## src/rtl/game_pkg.sv

```systemverilog
// game_pkg: player-state codes, sprite width and CPU-opponent FSM encodings
// shared by both player controllers and the CPU opponent.
package game_pkg;
   localparam logic [3:0] IDLE = 4'd0, FORWARD = 4'd1, BACKWARD = 4'd2;
   localparam logic [3:0] IATTACK_START = 4'd3, IATTACK_ACTIVE = 4'd4, IATTACK_END = 4'd5;
   localparam logic [3:0] DATTACK_START = 4'd6, DATTACK_ACTIVE = 4'd7, DATTACK_END = 4'd8;
   localparam logic [3:0] HITSTUN = 4'd9, BLOCKSTUN = 4'd10;
   localparam logic [9:0] PLAYER_WIDTH = 10'd64;
   localparam logic [2:0] AI_THINK = 3'd0, AI_APPROACH = 3'd1, AI_RETREAT = 3'd2;
   localparam logic [2:0] AI_BLOCK = 3'd3, AI_ATTACK = 3'd4, AI_COOLDOWN = 3'd5;
   typedef struct packed {
      logic in_left;
      logic in_right;
      logic attack;
   } ai_req_t;
   function automatic logic is_free(input logic [3:0] s);
      return s == IDLE || s == FORWARD || s == BACKWARD;
   endfunction
endpackage

```

## src/rtl/cpu_opponent_p2_if.sv

```systemverilog
// cpu_opponent_p2_if: game-state observations in, P2 input requests out.
interface cpu_opponent_p2_if;
   logic       enable;
   logic [9:0] player1_pos_x;
   logic [3:0] player1_state;
   logic [9:0] player_pos_x;
   logic [3:0] player_state;
   logic       in_left;
   logic       in_right;
   logic       attack;
   logic [2:0] ai_state;
   modport master (
      input  enable, player1_pos_x, player1_state, player_pos_x, player_state,
      output in_left, in_right, attack, ai_state
   );
   modport slave (
      output enable, player1_pos_x, player1_state, player_pos_x, player_state,
      input  in_left, in_right, attack, ai_state
   );
endinterface

```

## src/rtl/cpu_opponent_p2_lfsr16.sv

```systemverilog
// lfsr16: 16-bit Galois LFSR (taps 16'hB400) advancing while enabled;
// a zero seed would lock up, so it is replaced by 1.
module lfsr16 #(
   parameter logic [15:0] SEED = 16'hACE1
) (
   input  logic        clk_60Hz,
   input  logic        reset,
   input  logic        enable,
   output logic [15:0] q
);
   localparam logic [15:0] INIT = (SEED == 16'h0000) ? 16'h0001 : SEED;
   always_ff @(posedge clk_60Hz or posedge reset)
      if (reset) q <= INIT;
      else if (enable) q <= {1'b0, q[15:1]} ^ (q[0] ? 16'hB400 : 16'h0000);
endmodule

```

## src/rtl/cpu_opponent_p2.sv

```systemverilog
// cpu_opponent_p2: CPU opponent that drives P2's left/right/attack requests
// from both players' positions and states.
module cpu_opponent_p2 #(
   parameter logic [9:0]  PLAYER_WIDTH    = 10'd64,
   parameter logic [9:0]  ATTACK_RANGE    = 10'd40,
   parameter logic [9:0]  BLOCK_RANGE     = 10'd80,
   parameter logic [3:0]  REACTION_FRAMES = 4'd4,
   parameter logic [4:0]  RETREAT_FRAMES  = 5'd8,
   parameter logic [4:0]  BLOCK_TIMEOUT   = 5'd20,
   parameter logic [15:0] LFSR_SEED       = 16'hACE1
) (
   input logic               clk_60Hz,
   input logic               reset,
   cpu_opponent_p2_if.master bus
);
   import game_pkg::*;
   localparam logic [3:0] CNT_INIT = REACTION_FRAMES - 4'd1;
   logic [3:0]  rnd;
   logic [11:0] rnd_unused;
   logic [10:0] reach, gap;
   logic        threat, free, stunned, p1_busy, p1_recover, in_range;
   logic [2:0]  state, state_n;
   logic [3:0]  cnt, cnt_n;
   logic [4:0]  tmr, tmr_n;
   ai_req_t     req, req_n;
   lfsr16 #(.SEED(LFSR_SEED)) u_lfsr (
      .clk_60Hz(clk_60Hz),
      .reset(reset),
      .enable(bus.enable),
      .q({rnd_unused, rnd})
   );
   // Gap saturates at 0 when the sprites overlap.
   assign reach      = {1'b0, bus.player1_pos_x} + {1'b0, PLAYER_WIDTH};
   assign gap        = ({1'b0, bus.player_pos_x} >= reach) ? {1'b0, bus.player_pos_x} - reach : 11'd0;
   assign in_range   = gap <= {1'b0, ATTACK_RANGE};
   assign threat     = (bus.player1_state == IATTACK_START || bus.player1_state == DATTACK_START) && gap <= {1'b0, BLOCK_RANGE};
   assign free       = is_free(bus.player_state);
   assign stunned    = bus.player_state == HITSTUN || bus.player_state == BLOCKSTUN;
   assign p1_busy    = bus.player1_state == IATTACK_START || bus.player1_state == IATTACK_ACTIVE
                    || bus.player1_state == DATTACK_START || bus.player1_state == DATTACK_ACTIVE;
   assign p1_recover = bus.player1_state == IATTACK_END || bus.player1_state == DATTACK_END;
   always_comb begin
      state_n = state;
      cnt_n   = CNT_INIT;
      case (state)
         AI_THINK:
            if (threat) state_n = AI_BLOCK;
            else if (cnt != 4'd0) cnt_n = cnt - 4'd1;
            else if (free) state_n = (rnd == 4'd0) ? AI_RETREAT : in_range ? AI_ATTACK : AI_APPROACH;
         AI_APPROACH: state_n = threat ? AI_BLOCK : (in_range || !free) ? AI_THINK : AI_APPROACH;
         AI_RETREAT:  state_n = threat ? AI_BLOCK : (stunned || tmr == 5'd0) ? AI_THINK : AI_RETREAT;
         AI_BLOCK:    state_n = (!p1_busy || tmr == 5'd0 || (stunned && p1_recover)) ? AI_THINK : AI_BLOCK;
         AI_ATTACK:   state_n = AI_COOLDOWN;
         AI_COOLDOWN: state_n = (bus.player_state == IDLE) ? AI_THINK : AI_COOLDOWN;
         default:     state_n = AI_THINK;
      endcase
      if (!bus.enable) begin
         state_n = AI_THINK;
         cnt_n   = CNT_INIT;
      end
      // The frame timer is shared by RETREAT and BLOCK and reloads on any state change.
      tmr_n = (state_n == state) ? tmr - 5'd1 : (state_n == AI_BLOCK) ? BLOCK_TIMEOUT - 5'd1 : RETREAT_FRAMES - 5'd1;
      req_n.in_left  = state_n == AI_APPROACH || (state_n == AI_ATTACK && rnd[0]);
      req_n.in_right = state_n == AI_RETREAT || state_n == AI_BLOCK;
      req_n.attack   = state_n == AI_ATTACK;
   end
   always_ff @(posedge clk_60Hz or posedge reset)
      if (reset) begin
         state <= AI_THINK;
         cnt   <= CNT_INIT;
         tmr   <= 5'd0;
         req   <= '0;
      end else begin
         state <= state_n;
         cnt   <= cnt_n;
         tmr   <= tmr_n;
         req   <= req_n;
      end
   assign bus.in_left  = req.in_left;
   assign bus.in_right = req.in_right;
   assign bus.attack   = req.attack;
   assign bus.ai_state = state;
endmodule
```

## src/flat_wrapper.sv

```systemverilog
// flat-port wrapper written by rule: the top's interface ports become plain ports
module cpu_opponent_p2_flat import game_pkg::*;
#(
   parameter logic [9:0]  PLAYER_WIDTH    = 10'd64,
   parameter logic [9:0]  ATTACK_RANGE    = 10'd40,
   parameter logic [9:0]  BLOCK_RANGE     = 10'd80,
   parameter logic [3:0]  REACTION_FRAMES = 4'd4,
   parameter logic [4:0]  RETREAT_FRAMES  = 5'd8,
   parameter logic [4:0]  BLOCK_TIMEOUT   = 5'd20,
   parameter logic [15:0] LFSR_SEED       = 16'hACE1
)
  (clk_60Hz, reset, bus_enable, bus_player1_pos_x, bus_player1_state, bus_player_pos_x, bus_player_state, bus_in_left, bus_in_right, bus_attack, bus_ai_state);
  cpu_opponent_p2_if bus_i ();
  input logic clk_60Hz;
  input logic reset;
  input wire logic [$bits(bus_i.enable)-1:0] bus_enable;
  input wire logic [$bits(bus_i.player1_pos_x)-1:0] bus_player1_pos_x;
  input wire logic [$bits(bus_i.player1_state)-1:0] bus_player1_state;
  input wire logic [$bits(bus_i.player_pos_x)-1:0] bus_player_pos_x;
  input wire logic [$bits(bus_i.player_state)-1:0] bus_player_state;
  output wire logic [$bits(bus_i.in_left)-1:0] bus_in_left;
  output wire logic [$bits(bus_i.in_right)-1:0] bus_in_right;
  output wire logic [$bits(bus_i.attack)-1:0] bus_attack;
  output wire logic [$bits(bus_i.ai_state)-1:0] bus_ai_state;
  assign bus_i.enable = bus_enable;
  assign bus_i.player1_pos_x = bus_player1_pos_x;
  assign bus_i.player1_state = bus_player1_state;
  assign bus_i.player_pos_x = bus_player_pos_x;
  assign bus_i.player_state = bus_player_state;
  assign bus_in_left = bus_i.in_left;
  assign bus_in_right = bus_i.in_right;
  assign bus_attack = bus_i.attack;
  assign bus_ai_state = bus_i.ai_state;
  cpu_opponent_p2 #(.PLAYER_WIDTH(PLAYER_WIDTH), .ATTACK_RANGE(ATTACK_RANGE), .BLOCK_RANGE(BLOCK_RANGE), .REACTION_FRAMES(REACTION_FRAMES), .RETREAT_FRAMES(RETREAT_FRAMES), .BLOCK_TIMEOUT(BLOCK_TIMEOUT), .LFSR_SEED(LFSR_SEED)) u_core (.clk_60Hz(clk_60Hz), .reset(reset), .bus(bus_i));
endmodule
```

## config.mk

```make
export PLATFORM = sky130hd
export DESIGN_NAME = cpu_opponent_p2_flat
export DESIGN_NICKNAME = d
export VERILOG_FILES = /design/src/rtl/game_pkg.sv /design/src/rtl/cpu_opponent_p2_if.sv /design/src/rtl/cpu_opponent_p2_lfsr16.sv /design/src/rtl/cpu_opponent_p2.sv /design/src/flat_wrapper.sv
export SDC_FILE = /design/constraint.sdc
export NUM_CORES = 1
export LEC_CHECK = 0
export BUFFER_PORTS_ARGS = -buffer_cell sky130_fd_sc_hd__buf_2
export CORE_MARGIN = 3
export CORE_UTILIZATION = 51
export DETAILED_ROUTE_END_ITERATION = 8
export GPL_ROUTABILITY_DRIVEN = 0
export PLACE_DENSITY = 0.76
export REMOVE_ABC_BUFFERS = 1
export SLEW_MARGIN = 0
export SYNTH_ARGS = -nofsm -noshare
export SYNTH_HDL_FRONTEND = slang
export SYNTH_HIERARCHICAL = 1
export SYNTH_SLANG_ARGS = --single-unit
```

## constraint.sdc

```tcl
create_clock -name clk_60Hz -period 2.2 [get_ports clk_60Hz]
set_input_delay 0.11 -clock clk_60Hz [delete_from_list [all_inputs] [get_ports clk_60Hz]]
set_output_delay 0.11 -clock clk_60Hz [all_outputs]
set_load 0.01 [all_outputs]
```

==> impl_metrics.toml <==
[cts]
cts_tree = "yes"
cts_buffers = 5
cts.sinks = 31
cts_buffer_depth = 2
clkTransAtPathRegs_ns = 0.07
htreeDepth = 2
clk_latency_ns = 0.28
root_buffer = "clkbuf_8"

[hold_path]
hp-class = "input port to register"

[placed_design]
portBuffers = 36
hpwl_um = 4180
dpl_cell_area_sq_um = 2870

[sta]
worst_slack_ns = -0.585
grt_setup_unrepaired = "yes"
fmax_mhz = 359
drv_slew = 0
maxSlewHeadroom = 0.607
worst_pin_slew_ns = 0.589
layout_min_cycle_time_ns = 2.78
finalCritPeriodShare = 1.27
hold_viol = 0
setup_violations = 13
fin_worst_skew_ns = 0.00971

[floorplanning]
die_h_um = 73.3
die_w_um = 73.3
rows = 23
pin_count = 37
core_area_sq_um = 4170
die-area_sq_um = 5380
start_util = 0.554

[drt]
drtIter0Drc = 88
wire_per_inst_um = 14.8
ant_nets = 0
drtPass1Iterations = 4
drc_errors = 0
finalWirelength_um = 5640
via_per_inst = 5.54
vias = 2116

[job]
drv_cap = 0

[setup_path]
critPathLaunchType = "input port"
endpoint_kind = "register"
arrival_ns = 2.97
worstSetupPathType = "input port to register"
crit_fanout = 6
cp.required_ns = 2.38

[synthesis]
ys_warn_count = 6
syn_inst = 240
syn_avg_cell_area_sq_um = 9.63
synth-edff-count = 0
ys_types = 61
ys.flop_type = "dfrtp_1"
seq_area_frac_synth = 0.341
async_reset_ff_frac = 1.00
synth_area_sq_um = 2310
synth-seq-cells = 31

[status]
status = "finished, violations left"
violations = "negative setup slack"

[final_layout]
nNetsFinal = 377
fillerInstances = 318
syn_to_final_growth_pct = 36.9
ff_latch_area_sq_um = 788
final_util = 0.759
finish.instance_area_sq_um = 3170
drive_above_1_share = 0.446
multiInputGateArea_sq_um = 1540
antenna_cells = 0

[global_route]
antenna_found_initial = 0
gr-total-overflow = 0
track_usage = 0.227
grt_first_pass_wirelength_um = 9500
grt_max_degree = 21
grt_pass1_vias = 2227

[power_and_ir_drop]
ir_worst_vdd_mv = 0.411
p_leak_nw = 1.52
power_mw = 2.36
power.density_nw_per_um2 = 746
[synth_stat cells, drive strengths merged (5+ instances only)]
master / n / area, sq um
nand3: 6 / 30.0
or2: 5 / 31.3
dfrtp: 21 / 526
clkbuf: 5 / 18.8
inv: 20 / 75.1
a21o: 5 / 37.5
dfstp: 10 / 263
nor2: 15 / 56.3
o21ai: 5 / 25.0
o21a: 5 / 37.5
a21oi: 15 / 75.1
ha: 14 / 175
nand2: 20 / 75.1
mux2: 14 / 173
xnor2: 14 / 123
[where the power goes]
group	internal (mW)	switching, mW
logic	0.547	0.433
clock network	0.252	0.206
registers	0.815	0.111
[worst paths after layout]
check                               startpoint                endpoint  slack [ns]  cells after the start
min in group asynchronous                reset      u_core/u_lfsr/q[2]        0.43                      3
max reg2reg                      u_core/tmr[0]           u_core/tmr[2]       -0.25                     11
min reg2reg                u_core/u_lfsr/q[10]     u_core/u_lfsr/q[10]        0.49                      2
max in group asynchronous                reset  u_core/bus.ai_state[2]        1.37                      3
min                                 bus_enable           u_core/cnt[1]        0.27                      3
max                        bus_player_pos_x[0]      u_core/bus.in_left       -0.58                     15
[cell families (layout without fill, tap and decap cells)]
kind of cell,after synthesis,after routing,share of synthesized area
AOI/OAI and AO/OA,55,55,0.188
DFF,31,31,0.341
xor gates and xnor gates,18,18,0.0682
muxes,17,17,0.0877
buffers and inverters,27,119,0.0541
adders and majority gates,15,15,0.0844
and+or+nand+nor,77,77,0.176
[metrics by stage]
stage	setup TNS (ns)	cells	setup slack, ns	hold WS (ns)
detailed placement	-10.04	368	-1.05	0.200
finish	-4.55	382	-0.585	0.268
global placement	-8.32	368	-0.893	0.195
global route	-6.69	382	-0.767	0.257
CTS	-4.51	381	-0.618	0.245
floorplan	-6.11	233	-0.773	0.0100
[registers in the layout, summed over array words and instances (netlist names)]
signal and flops:
u_core/bus.ai_state 3, u_core/bus.attack 1, u_core/bus.in_left 1, u_core/cnt 4, u_core/tmr 5, u_core/u_lfsr/q 16
u_core/bus.in_right 1
[per-layer routing]
layer	track usage	vias up	routed length [um]
li1	-	1041	-
met4	0.0825	0	106
met2	0.381	43	2810
met3	0.0561	14	235
met5	0	-	0
met1	0.281	1018	2490
[critical path, stage by stage]
cell and delay, ns:
buf_6 0.09, inv_4 0.04, ha_4 0.13, inv_2 0.04, fa_2 0.36, a21o_1 0.21
a221oi_4 0.29, a21oi_2 0.12, xor2_2 0.18, o21bai_4 0.16, a2bb2oi_4 0.23, nand2_1 0.06
or3b_1 0.39, or2_1 0.27, a2111oi_4 0.29
[layout make-up]
class | count | area share
timing repair buffer | 91 | 0.192
inverter | 20 | 0.0245
tap | 50 | 0.0198
sequential | 31 | 0.249
clock inverter | 1 | 0.00158
multi-input combinational | 182 | 0.485
clock buffer | 7 | 0.0273
[placed cells by master (no fill, tap or decap), types with 2 or more instances in the layout]
master    synthesis  layout
nor4_1            3       3
buf_4             0      52
xor2_1            4       3
o21ai_0           4       4
a21oi_1          15      12
nor3b_1           4       2
a21o_1            5       5
xnor2_1          14      12
clkbuf_8          0       6
mux2_4            4       5
nor2_1           15      14
and3_1            4       3
dfstp_2          10      10
o21a_1            5       5
buf_6             1       3
nand3_1           6       6
ha_1             14      12
or3_1             2       2
mux2i_1           3       3
nand2_1          20      20
dfrtp_1          21      21
a21oi_2           0       3
o21bai_1          2       2
nor2b_1           3       3
nand2b_1          2       2
mux2_2            9       9
buf_2             0      35
or2_1             3       4
inv_1            20      18
nor3_1            4       4
o21ba_2           2       2
nand4b_1          4       4
[what timing repair did]
item	CTS	global route
gates cloned	0	0
gates resized for setup	23	8
hold endpoints to repair	21	0
pin swaps	15	6
hold buffers	1	0
setup buffers	4	2
setup endpoints to repair	14	15
Note: power is estimated with default switching activity, not from simulation.
